[src/rtl/dmem_bus_arbiter_if.sv]
// Requester-side and memory-side signals of the shared data-memory arbiter.
interface dmem_bus_arbiter_if #(
  parameter int unsigned NUM_REQ = 2,
  parameter int unsigned ADDR_W  = 10,
  parameter int unsigned DATA_W  = 32
);
  logic [NUM_REQ-1:0]             req_rd;
  logic [NUM_REQ-1:0]             req_wr;
  logic [NUM_REQ-1:0][ADDR_W-1:0] req_addr;
  logic [NUM_REQ-1:0][DATA_W-1:0] req_wdata;
  logic [NUM_REQ-1:0]             req_gnt;
  logic [NUM_REQ-1:0]             req_ack;
  logic [DATA_W-1:0]              req_rdata;
  logic                           dmem_rd_en;
  logic                           dmem_wr_en;
  logic [ADDR_W-1:0]              dmem_address;
  logic [DATA_W-1:0]              data_to_dmem;
  logic [DATA_W-1:0]              data_from_dmem;

  // Arbiter view: serves the requesters and drives the memory port.
  modport slave (
    input  req_rd, req_wr, req_addr, req_wdata, data_from_dmem,
    output req_gnt, req_ack, req_rdata, dmem_rd_en, dmem_wr_en,
           dmem_address, data_to_dmem
  );

  // Environment view: the caches plus the memory model.
  modport master (
    output req_rd, req_wr, req_addr, req_wdata, data_from_dmem,
    input  req_gnt, req_ack, req_rdata, dmem_rd_en, dmem_wr_en,
           dmem_address, data_to_dmem
  );
endinterface

[src/rtl/dmem_bus_arbiter.sv]
// Round-robin arbiter sharing one data-memory port among NUM_REQ L1 caches.
// One transaction at a time: IDLE -> ACCESS -> WAIT (MEM_LAT) -> RESP.
module dmem_bus_arbiter #(
  parameter int unsigned NUM_REQ = 2,
  parameter int unsigned ADDR_W  = 10,
  parameter int unsigned DATA_W  = 32,
  parameter int unsigned MEM_LAT = 1
) (
  input  logic               clk,
  input  logic               reset,
  dmem_bus_arbiter_if.slave  bus
);

  localparam int unsigned IDX_W = $clog2(NUM_REQ);
  localparam int unsigned CNT_W = $clog2(MEM_LAT + 1);

  typedef enum logic [1:0] {
    S_IDLE   = 2'd0,
    S_ACCESS = 2'd1,
    S_WAIT   = 2'd2,
    S_RESP   = 2'd3
  } state_t;

  state_t               state_q;
  logic [IDX_W-1:0]     rr_ptr_q;
  logic [IDX_W-1:0]     owner_q;
  logic [NUM_REQ-1:0]   gnt_q;
  logic                 op_wr_q;
  logic [ADDR_W-1:0]    addr_q;
  logic [DATA_W-1:0]    wdata_q;
  logic [DATA_W-1:0]    rdata_q;
  logic [CNT_W-1:0]     lat_cnt_q;

  logic [NUM_REQ-1:0]   active_c;
  logic                 pick_vld_c;
  logic [IDX_W-1:0]     pick_idx_c;
  logic [IDX_W:0]       cand_c;

  assign active_c = bus.req_rd | bus.req_wr;

  // First active requester at or after rr_ptr, wrapping modulo NUM_REQ.
  always_comb begin
    pick_vld_c = 1'b0;
    pick_idx_c = '0;
    cand_c     = '0;
    for (int k = int'(NUM_REQ) - 1; k >= 0; k--) begin
      cand_c = (IDX_W+1)'(rr_ptr_q) + (IDX_W+1)'(k);
      if (cand_c >= (IDX_W+1)'(NUM_REQ)) begin
        cand_c = cand_c - (IDX_W+1)'(NUM_REQ);
      end
      if (active_c[cand_c[IDX_W-1:0]]) begin
        pick_vld_c = 1'b1;
        pick_idx_c = cand_c[IDX_W-1:0];
      end
    end
  end

  // Transaction FSM; latches the winner's op/addr/wdata so later input changes are ignored.
  always_ff @(posedge clk or negedge reset) begin
    if (!reset) begin
      state_q   <= S_IDLE;
      rr_ptr_q  <= '0;
      owner_q   <= '0;
      gnt_q     <= '0;
      op_wr_q   <= 1'b0;
      addr_q    <= '0;
      wdata_q   <= '0;
      rdata_q   <= '0;
      lat_cnt_q <= '0;
    end else begin
      case (state_q)
        S_IDLE: begin
          if (pick_vld_c) begin
            owner_q <= pick_idx_c;
            gnt_q   <= NUM_REQ'(1) << pick_idx_c;
            // A simultaneous read and write from one requester is a write.
            op_wr_q <= bus.req_wr[pick_idx_c];
            addr_q  <= bus.req_addr[pick_idx_c];
            wdata_q <= bus.req_wr[pick_idx_c] ? bus.req_wdata[pick_idx_c] : '0;
            state_q <= S_ACCESS;
          end
        end
        S_ACCESS: begin
          lat_cnt_q <= CNT_W'(MEM_LAT);
          state_q   <= S_WAIT;
        end
        S_WAIT: begin
          lat_cnt_q <= lat_cnt_q - CNT_W'(1);
          if (lat_cnt_q == CNT_W'(1)) begin
            if (!op_wr_q) begin
              rdata_q <= bus.data_from_dmem;
            end
            state_q <= S_RESP;
          end
        end
        S_RESP: begin
          rr_ptr_q <= (owner_q == IDX_W'(NUM_REQ - 1)) ? '0 : owner_q + IDX_W'(1);
          gnt_q    <= '0;
          state_q  <= S_IDLE;
        end
        default: state_q <= S_IDLE;
      endcase
    end
  end

  // Strobes and ack are pure decodes of the state register; the rest are registers.
  assign bus.dmem_rd_en   = (state_q == S_ACCESS) && !op_wr_q;
  assign bus.dmem_wr_en   = (state_q == S_ACCESS) &&  op_wr_q;
  assign bus.req_ack      = (state_q == S_RESP) ? gnt_q : '0;
  assign bus.req_gnt      = gnt_q;
  assign bus.dmem_address = addr_q;
  assign bus.data_to_dmem = wdata_q;
  assign bus.req_rdata    = rdata_q;

endmodule
[src/flat_wrapper.sv]
// flat-port wrapper written by rule: the top's interface ports become plain ports
module dmem_bus_arbiter_flat 
#(
  parameter int unsigned NUM_REQ = 2,
  parameter int unsigned ADDR_W  = 10,
  parameter int unsigned DATA_W  = 32,
  parameter int unsigned MEM_LAT = 1
)
  (clk, reset, bus_req_rd, bus_req_wr, bus_req_addr, bus_req_wdata, bus_data_from_dmem, bus_req_gnt, bus_req_ack, bus_req_rdata, bus_dmem_rd_en, bus_dmem_wr_en, bus_dmem_address, bus_data_to_dmem);
  dmem_bus_arbiter_if #(.NUM_REQ(NUM_REQ), .ADDR_W(ADDR_W), .DATA_W(DATA_W)) bus_i ();
  input  logic clk;
  input  logic reset;
  input wire logic [$bits(bus_i.req_rd)-1:0] bus_req_rd;
  input wire logic [$bits(bus_i.req_wr)-1:0] bus_req_wr;
  input wire logic [$bits(bus_i.req_addr)-1:0] bus_req_addr;
  input wire logic [$bits(bus_i.req_wdata)-1:0] bus_req_wdata;
  input wire logic [$bits(bus_i.data_from_dmem)-1:0] bus_data_from_dmem;
  output wire logic [$bits(bus_i.req_gnt)-1:0] bus_req_gnt;
  output wire logic [$bits(bus_i.req_ack)-1:0] bus_req_ack;
  output wire logic [$bits(bus_i.req_rdata)-1:0] bus_req_rdata;
  output wire logic [$bits(bus_i.dmem_rd_en)-1:0] bus_dmem_rd_en;
  output wire logic [$bits(bus_i.dmem_wr_en)-1:0] bus_dmem_wr_en;
  output wire logic [$bits(bus_i.dmem_address)-1:0] bus_dmem_address;
  output wire logic [$bits(bus_i.data_to_dmem)-1:0] bus_data_to_dmem;
  assign bus_i.req_rd = bus_req_rd;
  assign bus_i.req_wr = bus_req_wr;
  assign bus_i.req_addr = bus_req_addr;
  assign bus_i.req_wdata = bus_req_wdata;
  assign bus_i.data_from_dmem = bus_data_from_dmem;
  assign bus_req_gnt = bus_i.req_gnt;
  assign bus_req_ack = bus_i.req_ack;
  assign bus_req_rdata = bus_i.req_rdata;
  assign bus_dmem_rd_en = bus_i.dmem_rd_en;
  assign bus_dmem_wr_en = bus_i.dmem_wr_en;
  assign bus_dmem_address = bus_i.dmem_address;
  assign bus_data_to_dmem = bus_i.data_to_dmem;
  dmem_bus_arbiter #(.NUM_REQ(NUM_REQ), .ADDR_W(ADDR_W), .DATA_W(DATA_W), .MEM_LAT(MEM_LAT)) u_core (.clk(clk), .reset(reset), .bus(bus_i));
endmodule
[config.mk]
export PLATFORM = sky130hd
export DESIGN_NAME = dmem_bus_arbiter_flat
export DESIGN_NICKNAME = d
export VERILOG_FILES = /design/src/rtl/dmem_bus_arbiter_if.sv /design/src/rtl/dmem_bus_arbiter.sv /design/src/flat_wrapper.sv
export SDC_FILE = /design/constraint.sdc
export NUM_CORES = 1
export LEC_CHECK = 0
export BUFFER_PORTS_ARGS = -buffer_cell sky130_fd_sc_hd__buf_2
export CORE_ASPECT_RATIO = 0.8
export CORE_MARGIN = 8
export CORE_UTILIZATION = 44
export DETAILED_ROUTE_END_ITERATION = 6
export PLACE_DENSITY = 0.8
export SLEW_MARGIN = 20
export SYNTH_ARGS = -nofsm -noshare
export SYNTH_HDL_FRONTEND = slang
export SYNTH_SLANG_ARGS = --single-unit
[constraint.sdc]
create_clock -name clk -period 2.23 [get_ports clk]
set_clock_uncertainty 0.15 [all_clocks]
set_input_delay 0.446 -clock clk [delete_from_list [all_inputs] [get_ports clk]]
set_output_delay 0.446 -clock clk [all_outputs]
set_load 0.01 [all_outputs]
==> results of run 1 <==
[layer usage]
metal  GRT usage  part of all wire  up-vias
met5           0                 0        -
met4      0.0442            0.0058        0
met3      0.0714              0.11        7
met2       0.283              0.45      162
met1       0.236              0.43     1363
li1            -                 -     1426
[power by group through the flow]
| stage | Clock (mW) | Combinational, mW | Sequential, mW |
|---|---|---|---|
| 2_1_floorplan | 0 | 1.49 | 2.89 |
| 3_3_place_gp | 0 | 2.92 | 2.57 |
| 3_5_place_dp | 0 | 3.01 | 2.61 |
| 4_1_cts | 1.21 | 3.00 | 2.60 |
| 5_1_grt | 1.29 | 3.25 | 2.69 |
| 6_report | 1.17 | 2.94 | 2.59 |
[final cells by class]
cell class,instances,area (µm²),share of cell area
Clock buffer,12,145,0.0294
Multi-Input combinational cell,176,1360,0.275
Clock inverter,4,75.1,0.0152
Inverter,14,52.6,0.0106
Timing Repair Buffer,212,1120,0.227
Tap cell,108,135,0.0274
Sequential cell,82,2050,0.416
[placed cells by master (no fill, tap or decap), types with 2 or more instances in the layout]
cell type	Yosys	final
clkbuf_1	1	2
ha_1	5	5
inv_1	14	14
mux2_2	16	16
o21ai_0	2	2
nand2_1	39	39
bufinv_16	0	2
buf_12	0	2
or2_1	2	2
buf_2	7	200
a222oi_1	10	10
and2_1	3	3
buf_4	4	9
mux2i_1	32	32
nor2_1	2	2
clkinvlp_4	0	2
a21oi_1	5	5
o21ai_1	33	33
clkbuf_8	0	10
dfrtp_1	82	82
mux2_1	17	17
[sequential cells by signal, indices dropped and copies added (netlist names)]
register	flops
u_core.op_wr_q	1
u_core.lat_cnt_q	1
u_core.bus.data_to_dmem	32
u_core.bus.dmem_address	10
u_core.state_q	2
u_core.bus.req_gnt	2
u_core.rr_ptr_q	1
u_core.bus.req_rdata	32
u_core.owner_q	1
[repair_timing]
item,CTS,global route
buffers inserted,0,0
endpoints found under the hold margin,30,0
hold buffers,1,0
[worst paths after layout]
path / startpoint / end / slack, ns / cells past startpoint
min: bus_data_from_dmem[19] / u_core.bus.req_rdata[19] / 0.17 / 2
min in group asynchronous: reset / u_core.bus.dmem_address[7] / 0.43 / 2
max in group asynchronous: reset / u_core.owner_q / 0.88 / 3
max reg2reg: u_core.state_q[0] / u_core.state_q[1] / 0.25 / 6
max: u_core.state_q[0] / u_core.state_q[1] / 0.25 / 6
min reg2reg: u_core.owner_q / u_core.rr_ptr_q / 0.30 / 1
[worst max-delay path: cells and delay by family, from the launching register on]
family / cells / cell delay (ns)
flip-flops: 1 / 0.42
AND/OR/NAND/NOR: 1 / 0.32
multiplexers: 1 / 0.32
buffers and inverters: 2 / 0.28
adder cells (fa/ha/maj): 1 / 0.28
AO/OA/AOI/OAI: 1 / 0.10
[cell usage after synthesis]
cell      count  share of area
nand2_1      39          0.041
o31ai_4       1         0.0059
mux2i_1      32          0.089
ha_1          5          0.017
or2_1         2         0.0035
a21o_1        1         0.0021
buf_4         4         0.0084
buf_2         7         0.0098
nor2b_1       1         0.0017
nor2_1        2         0.0021
o21ai_0       2         0.0028
o32a_1        1         0.0028
a21oi_1       5         0.0070
o211a_4       1         0.0049
buf_6         5          0.016
o21ai_4       1         0.0045
and2_1        3         0.0052
a211o_1       1         0.0024
mux2_2       16          0.050
o21ai_1      33          0.046
clkbuf_1      1         0.0010
dfrtp_1      82           0.57
a211oi_2      1         0.0035
a222oi_1     10          0.028
inv_1        14          0.015
nor2_2        1         0.0017
mux2_1       17          0.053
nor4_2        1         0.0035
[cells by family after synthesis]
group	Yosys count	share of synthesized area
compound gates	57	0.110
mux	65	0.193
simple gates	49	0.0586
fa+ha+maj	5	0.0174
buf+inv	31	0.0495
flops	82	0.572
[through the flow]
step	setup WS [ns]	instances	hold WS, ns	instance area (µm²)	util
2_1_floorplan	0.352	289	0.000409	3590	-
3_3_place_gp	0.320	591	0.254	4710	0.595
3_5_place_dp	0.262	591	0.263	4710	0.595
4_1_cts	0.239	608	0.150	4940	0.624
5_1_grt	0.104	608	0.138	4940	0.624
6_report	0.247	608	0.169	4940	0.624
==> results.yml, run 1 <==
outcome:
  status: "finished, final reports clean"
global_routing:
  grt_max_degree: 53
  overflow: 0
  grt_pass1_vias: 3225
  antenna_found_initial: 0
  grt_pass1_wl_um: 16400
  grt_usage: 0.184
drt:
  ant_nets: 0
  routed_wirelength_um: 10300
  dr.pass1.iters: 4
  wl_per_cell_um: 17.0
  drtIter0Drc: 134
  viasPerCell: 4.87
  via_count: 2958
  drc: 0
timing:
  slew_headroom: 0.722
  tightest_slew_ns: 0.418
  hold_viol: 0
  rsz0062_at_grt: "no"
  finalSetupTns_ns: 0
  finalCritPeriodShare: 0.889
  fmax_mhz: 504
  fin_crit_ns: 1.98
  final-setup-viol-count: 0
  finalMaxSlewViolations: 0
setup_path:
  critPathSlowestCell: "dfrtp_1"
  cp.arrival_ns: 2.06
  worstSetupStartpointType: "flip-flop"
  worst_setup_path_end_kind: "flip-flop"
  crit_path_max_fanout: 5
  cp.required_ns: 2.31
  crit_top_cell: "inv_1"
  max_stage_delay_ns: 0.42
  crit_chain: "inv_1 -> ha_1 -> inv_1 -> nor4_2 -> a21oi_1 -> mux2_1"
  crit_type: "reg2reg"
clock_network:
  cts.htree.levels: 3
  cts_sinks: 82
  clk_latency_ns: 0.34
  clockRootBuffer: "clkbuf_8"
  cts_resized: 0
  cts_made_buffers: 9
  ctsLongestPathBuffers: 2
  path_clk_slew_ns: 0.08
  cts_tree: "done"
pwr:
  pwr-share-clk: 0.174
  power.switching_mw: 2.49
  comb_power_share: 0.439
  intPower_mw: 4.21
  swShare: 0.371
  sequentialPowerShare: 0.387
  p_leak_nw: 2.64
  power.total_mw: 6.70
  power_density_mw_per_mm2: 1360
  irDropWorstVdd_v: 0.000630
floorplanning:
  fp.dieH_um: 96.8
  coreArea_mm2: 0.00791
  die_w_um: 117
  start_util: 0.454
  dieArea_mm2: 0.0113
  boundaryPins: 202
  row_count: 29
cells_and_area:
  n_antenna_cell: 0
  drive_gt1_frac: 0.494
  fin_nets: 622
  area_delta_synth_final_pct: 37.6
  fillCellCount: 683
logic_synthesis:
  synth_cells: 289
  yosys_register_bits: 82
  ys_warn_count: 0
  ys_types: 28
  syn-num-nets: 416
  seq_area_frac_synth: 0.572
  syn_avg_cell_area_um2: 12.4
  syn-cell-area_mm2: 0.00359
place:
  gp_congestion: 0.754
  place.detailed.hpwl_um: 8120
  portBuffers: 201
job:
  drv_cap: 0
hold_path:
  hold_class: "in2reg"
No activity file was read; power rests on OpenSTA's default activity.
==> run 2, diff against run 1 <==
--- a/config.mk
+++ b/config.mk
@@ -5,10 +5,11 @@
 export SDC_FILE = /design/constraint.sdc
 export NUM_CORES = 1
 export LEC_CHECK = 0
+export ABC_AREA = 1
 export BUFFER_PORTS_ARGS = -buffer_cell sky130_fd_sc_hd__buf_2
 export CORE_ASPECT_RATIO = 0.8
 export CORE_MARGIN = 8
-export CORE_UTILIZATION = 44
+export CORE_UTILIZATION = 45
 export DETAILED_ROUTE_END_ITERATION = 6
 export PLACE_DENSITY = 0.8
 export SLEW_MARGIN = 20
==> run 2 against run 1 <==
  * Count of clock-buffer cells in the layout down 3
  * Largest power group unchanged
  * Clock power about the same
  * Routed wire length grew 6.5%
  * Synthesized cell count increased by 47%
  * Via count up 21%
  * Critical path type unchanged
  * Core utilization is 0.25 points lower
==> results.yml, run 2 <==
global_routing:
  antenna_found_initial: 0
  grt_usage: 0.185
  grt_pass1_wl_um: 17800
  overflow: 0
  grt_max_degree: 50
  grt_pass1_vias: 3725
job:
  drv_cap: 0
pwr:
  intPower_mw: 4.26
  irDropWorstVdd_v: 0.000647
  swShare: 0.394
  sequentialPowerShare: 0.370
  comb_power_share: 0.465
  power_density_mw_per_mm2: 1360
  power.switching_mw: 2.77
  p_leak_nw: 2.95
  pwr-share-clk: 0.166
setup_path:
  reg2reg_to: "u_core.bus.dmem_address[9]"
  cp.arrival_ns: 2.09
  reg2reg_from: "u_core.state_q[1]"
  crit_path_max_fanout: 11
  rrSetupSlack_ns: 0.26
  cp.required_ns: 2.35
  worst_setup_path_end_kind: "flip-flop"
  worstSetupStartpointType: "flip-flop"
  reg2regPathDepth: 6
  crit_type: "reg2reg"
drt:
  via_count: 3572
  dr.pass1.iters: 4
  ant_nets: 0
  routed_wirelength_um: 11000
  drtIter0Drc: 223
  viasPerCell: 4.82
  drc: 0
  wl_per_cell_um: 14.8
hold_path:
  min_from: "bus_req_addr[5]"
  min_to: "u_core.bus.dmem_address[5]"
  holdPathStages: 3
  hold_class: "in2reg"
timing:
  fin_crit_ns: 1.97
  tightest_slew_ns: 0.787
  finalCritPeriodShare: 0.883
  finalMaxSlewViolations: 0
  fmax_mhz: 508
  hold_viol: 0
  slew_headroom: 0.473
  final-setup-viol-count: 0
  worst_slack_ns: 0.261
  finalSetupTns_ns: 0
  rsz0062_at_grt: "no"
clock_network:
  cts_setup_buffers: 0
  cts_tree: "done"
  ctsLongestPathBuffers: 2
  cts_sinks: 82
  clockRootBuffer: "clkbuf_8"
  cts.htree.levels: 3
  path_clk_slew_ns: 0.08
  clk_latency_ns: 0.34
  cts_made_buffers: 9
floorplanning:
  coreArea_mm2: 0.00830
  boundaryPins: 202
  start_util: 0.455
  fp.dieH_um: 97.9
  row_count: 30
  die_w_um: 118
  dieArea_mm2: 0.0116
logic_synthesis:
  syn-num-nets: 552
  ys_types: 17
  yosys_register_bits: 82
  synth_top_area_frac: 0.544
  synth_cells: 425
  synth-async-reset-ratio: 1.00
  synth_edf_count: 0
  ys_warn_count: 0
  yosysTopAreaCell: "dfrtp_1"
  syn_avg_cell_area_um2: 8.88
  synthTopCellsByArea: "dfrtp_1, nand2_1, nand3_1, mux2_2, buf_2"
  yosys-top-cells-count: "nand2_1, dfrtp_1, nand3_1"
  synth.most_common_cell: "nand2_1"
  ys.flop_type: "dfrtp_1"
  seq_area_frac_synth: 0.544
  syn-cell-area_mm2: 0.00377
place:
  pre_cts_ws_ns: 0.212
  place.detailed.hpwl_um: 8570
  gp_congestion: 0.780
  portBuffers: 201
cells_and_area:
  final_cell_mix: "buf_2, nand2_1, dfrtp_1"
  n_antenna_cell: 0
  ff_latch_area_mm2: 0.00205
  fin_nets: 752
  fillCellCount: 725
  drive_gt1_frac: 0.421
  multiInputGateArea_mm2: 0.00156
  final_common_cell: "buf_2"
  area_delta_synth_final_pct: 36.7
outcome:
  status: "finished, final reports clean"
==> run 2: cell types whose count changed in the layout (fill, tap and decap cells not counted), sizes merged, moves of 3 or more <==
cell    previous run  this run
nand2             39       172
nand3              0        77
mux2i             32         0
o21ai             36         8
a222oi            10         0
nor2               3         8
a21oi              5         2
and2               3         0
clkbuf            12         9
==> run 2: area by class of cell <==
type | count | share of cell area
flip-flops and latches | 82 | 0.398
multi-input cells | 305 | 0.303
repair buffers | 213 | 0.221
well taps | 112 | 0.0272
clock buffers | 9 | 0.0240
clock inverters | 6 | 0.0175
inverters | 14 | 0.0102
==> run 2: metrics by stage <==
step           hold slack [ns]  instances  utilization  total power, mW  area [µm²]
3_5_place_dp             0.278        725        0.595             5.95        4930
4_1_cts                  0.139        741        0.622             7.12        5160
5_1_grt                  0.141        741        0.622             7.58        5160
3_3_place_gp             0.268        725        0.595             5.80        4930
2_1_floorplan         0.000409        425            -             4.56        3770
6_report                 0.155        741        0.622             7.03        5160
==> run 2: logic make-up after synthesis <==
family | after synthesis | share of synthesized area
multiplexers | 32 | 0.0955
buffers and inverters | 38 | 0.0428
adder cells (fa/ha/maj) | 5 | 0.0166
flip-flops | 82 | 0.544
AO/OA/AOI/OAI | 11 | 0.0182
AND/OR/NAND/NOR | 257 | 0.283
==> run 2: how the worst max path moves through the flow <==
stage | startpoint | to | cells after the start
detailed placement | u_core.state_q[1] | u_core.bus.dmem_address[9] | 6
CTS | u_core.state_q[1] | u_core.bus.dmem_address[9] | 6
floorplan | u_core.state_q[0] | u_core.bus.req_rdata[10] | 5
finish | u_core.state_q[1] | u_core.bus.dmem_address[9] | 6
global route | u_core.state_q[1] | u_core.bus.req_gnt[1] | 6
global placement | bus_req_wr[0] | u_core.bus.dmem_address[7] | 6
==> run 2: worst max-delay path, stage by stage (launching register included) <==
cell and delay, ns:
dfrtp_1 0.40, inv_1 0.13, ha_1 0.22, nand2_2 0.12, nor2_1 0.63, nand2_1 0.12
nand3_1 0.11
==> run 2: layer usage <==
metal / GRT usage / vias up / share of wire
li1: - / 1773 / -
met1: 0.206 / 1622 / 0.40
met2: 0.327 / 159 / 0.50
met3: 0.0600 / 18 / 0.081
met4: 0.0640 / 0 / 0.018
met5: 0 / - / 0
==> run 2: power by group through the flow <==
| stage | Combinational, mW | Sequential (mW) | Clock (mW) |
|---|---|---|---|
| floorplan | 1.64 | 2.92 | 0 |
| global placement | 3.22 | 2.58 | 0 |
| detailed placement | 3.33 | 2.62 | 0 |
| CTS | 3.33 | 2.60 | 1.19 |
| global route | 3.64 | 2.70 | 1.25 |
| finish | 3.27 | 2.60 | 1.16 |
==> run 2: repair_timing <==
action                                 in CTS  in global routing
hold buffers                                1                  0
endpoints found under the hold margin      33                  0
gates resized for setup                     0                  0
==> run 3, diff against run 2 <==
--- a/config.mk
+++ b/config.mk
@@ -11,7 +11,7 @@
 export CORE_MARGIN = 8
 export CORE_UTILIZATION = 45
 export DETAILED_ROUTE_END_ITERATION = 6
-export PLACE_DENSITY = 0.8
+export PLACE_DENSITY_LB_ADDON = 0.2
 export SLEW_MARGIN = 20
 export SYNTH_ARGS = -nofsm -noshare
 export SYNTH_HDL_FRONTEND = slang
==> run 3 against run 2 <==
  * Sequential power about the same
  * Combinational power about the same
  * Register-to-register slack better by 0.02 ns
  * Power up 3.5%
  * Non-clock buffer count is 2 higher
  * Largest power group unchanged
==> results.yml, run 3 (synthesis gave the netlist of run 2 again) <==
outcome:
  status: "finished, final reports clean"
setup_path:
  critPathSlowestCell: "dfrtp_1"
  crit_buf_inv: 3
  crit_top_cell: "inv_1"
  crit_chain: "inv_1 -> ha_1 -> inv_1 -> nor2_1 -> buf_2"
  crit_path_max_fanout: 4
  max_stage_delay_ns: 0.41
  critical-path-top-delay-family: "flip-flops"
  worstSetupStartpointType: "flip-flop"
  cp.required_ns: 1.63
  cp.arrival_ns: 1.36
  worst_setup_path_end_kind: "primary output"
  crit_type: "reg2out"
clock_network:
  cts.htree.levels: 3
  cts_setup_buffers: 0
  clockRootBuffer: "clkbuf_8"
  ctsLongestPathBuffers: 2
  cts_tree: "done"
  path_clk_slew_ns: 0.09
  cts_made_buffers: 9
  cts_sinks: 82
  clk_latency_ns: 0.34
drt:
  wl_met3_um: 815
  wl_per_cell_um: 15.2
  top_layer: "met4"
  via_count: 3650
  ant_nets: 0
  wl_met2_um: 5620
  m1WireLength_um: 4680
  drc: 0
  drtIter0Drc: 166
  viasPerCell: 4.91
  dr.pass1.iters: 4
  routed_wirelength_um: 11300
cells_and_area:
  drive_gt1_frac: 0.424
  stdcell_count: 744
  fin_nets: 754
  final_cell_mix: "buf_2, nand2_1, dfrtp_1"
  n_antenna_cell: 0
  area_delta_synth_final_pct: 38.2
  fillCellCount: 740
  final_common_cell: "buf_2"
  design_area_mm2: 0.00521
hold_path:
  hold_class: "in2reg"
place:
  dpl-instance-area_mm2: 0.00494
  place.detailed.hpwl_um: 8810
  gp_congestion: 0.835
  pre_cts_ws_ns: 0.189
  place_inst: 727
  portBuffers: 201
global_routing:
  grt_pass1_vias: 3882
  grt_usage: 0.194
  antenna_found_initial: 0
  grt_max_degree: 39
  overflow: 0
  grt_pass1_wl_um: 18800
timing:
  tightest_slew_ns: 0.583
  finalMaxSlewViolations: 0
  rsz0062_at_grt: "no"
  slew_headroom: 0.611
  finalSetupTns_ns: 0
  fmax_mhz: 511
  worst_slack_ns: 0.273
  finalCritPeriodShare: 0.878
  final-setup-viol-count: 0
  fin_crit_ns: 1.96
  hold_viol: 0
floorplanning:
  start_util: 0.455
  coreArea_mm2: 0.00830
  die_w_um: 118
  fp.dieH_um: 97.9
  row_count: 30
  boundaryPins: 202
  dieArea_mm2: 0.0116
pwr:
  power_density_mw_per_mm2: 1400
  irDropWorstVdd_v: 0.000695
  p_leak_nw: 2.98
job:
  drv_cap: 0
[run 3: cell count changes in the layout (fill, tap and decap cells not counted)]
cell / change
bufinv_16: +2
nor2_1: -1
clkinv_4: +1
clkinv_2: -1
nor2_2: +1
clkbuf_1: +1
inv_6: -1
clkinvlp_4: -1
buf_12: -1
buf_4: +3
[run 3: worst paths after layout]
kind,slack [ns],cells after the start,to,from
max,0.27,5,bus_dmem_rd_en,u_core.state_q[1]
min,0.15,3,u_core.bus.dmem_address[4],bus_req_addr[4]
max reg2reg,0.28,6,u_core.bus.data_to_dmem[13],u_core.state_q[1]
min reg2reg,0.33,2,u_core.bus.data_to_dmem[15],u_core.bus.data_to_dmem[15]
max in group asynchronous,0.90,3,u_core.bus.data_to_dmem[0],reset
min in group asynchronous,0.45,2,u_core.bus.data_to_dmem[8],reset
[run 3: layout make-up]
type	count	area (µm²)	area share
timing repair buffer	215	1140	0.219
inverter	14	52.6	0.0101
sequential	82	2050	0.394
tap	112	140	0.0269
multi-input combinational	305	1560	0.300
clock buffer	10	128	0.0245
clock inverter	6	138	0.0264
[run 3: timing repair]
action | 4_1_cts | 5_1_grt
setup endpoints to repair | 0 | 6
hold endpoints to repair | 36 | 0
resized for setup | 0 | 1
hold buffers | 1 | 0
[run 3: metal layers]
| metal | GRT usage | up-vias |
|---|---|---|
| li1 | - | 1778 |
| met1 | 0.230 | 1707 |
| met2 | 0.331 | 149 |
| met3 | 0.0629 | 16 |
| met4 | 0.0563 | 0 |
| met5 | 0 | - |
[run 3: per-stage QoR]
step / hold slack, ns / utilization / total power [mW]
2_1_floorplan: 0.000409 / - / 4.56
3_3_place_gp: 0.291 / 0.595 / 5.82
3_5_place_dp: 0.298 / 0.595 / 5.95
4_1_cts: 0.134 / 0.628 / 7.38
5_1_grt: 0.150 / 0.629 / 7.85
6_report: 0.155 / 0.629 / 7.28
[run 3: power breakdown]
group / total, mW / switching [mW] / internal (mW)
clock network: 1.41 / 0.546 / 0.864
logic: 3.26 / 1.86 / 1.41
registers: 2.61 / 0.390 / 2.22
[run 3: worst min-delay path, delay by kind of cell]
family,cells,cell delay (ns)
buffers and inverters,1,0.07
AND/OR/NAND/NOR,2,0.09
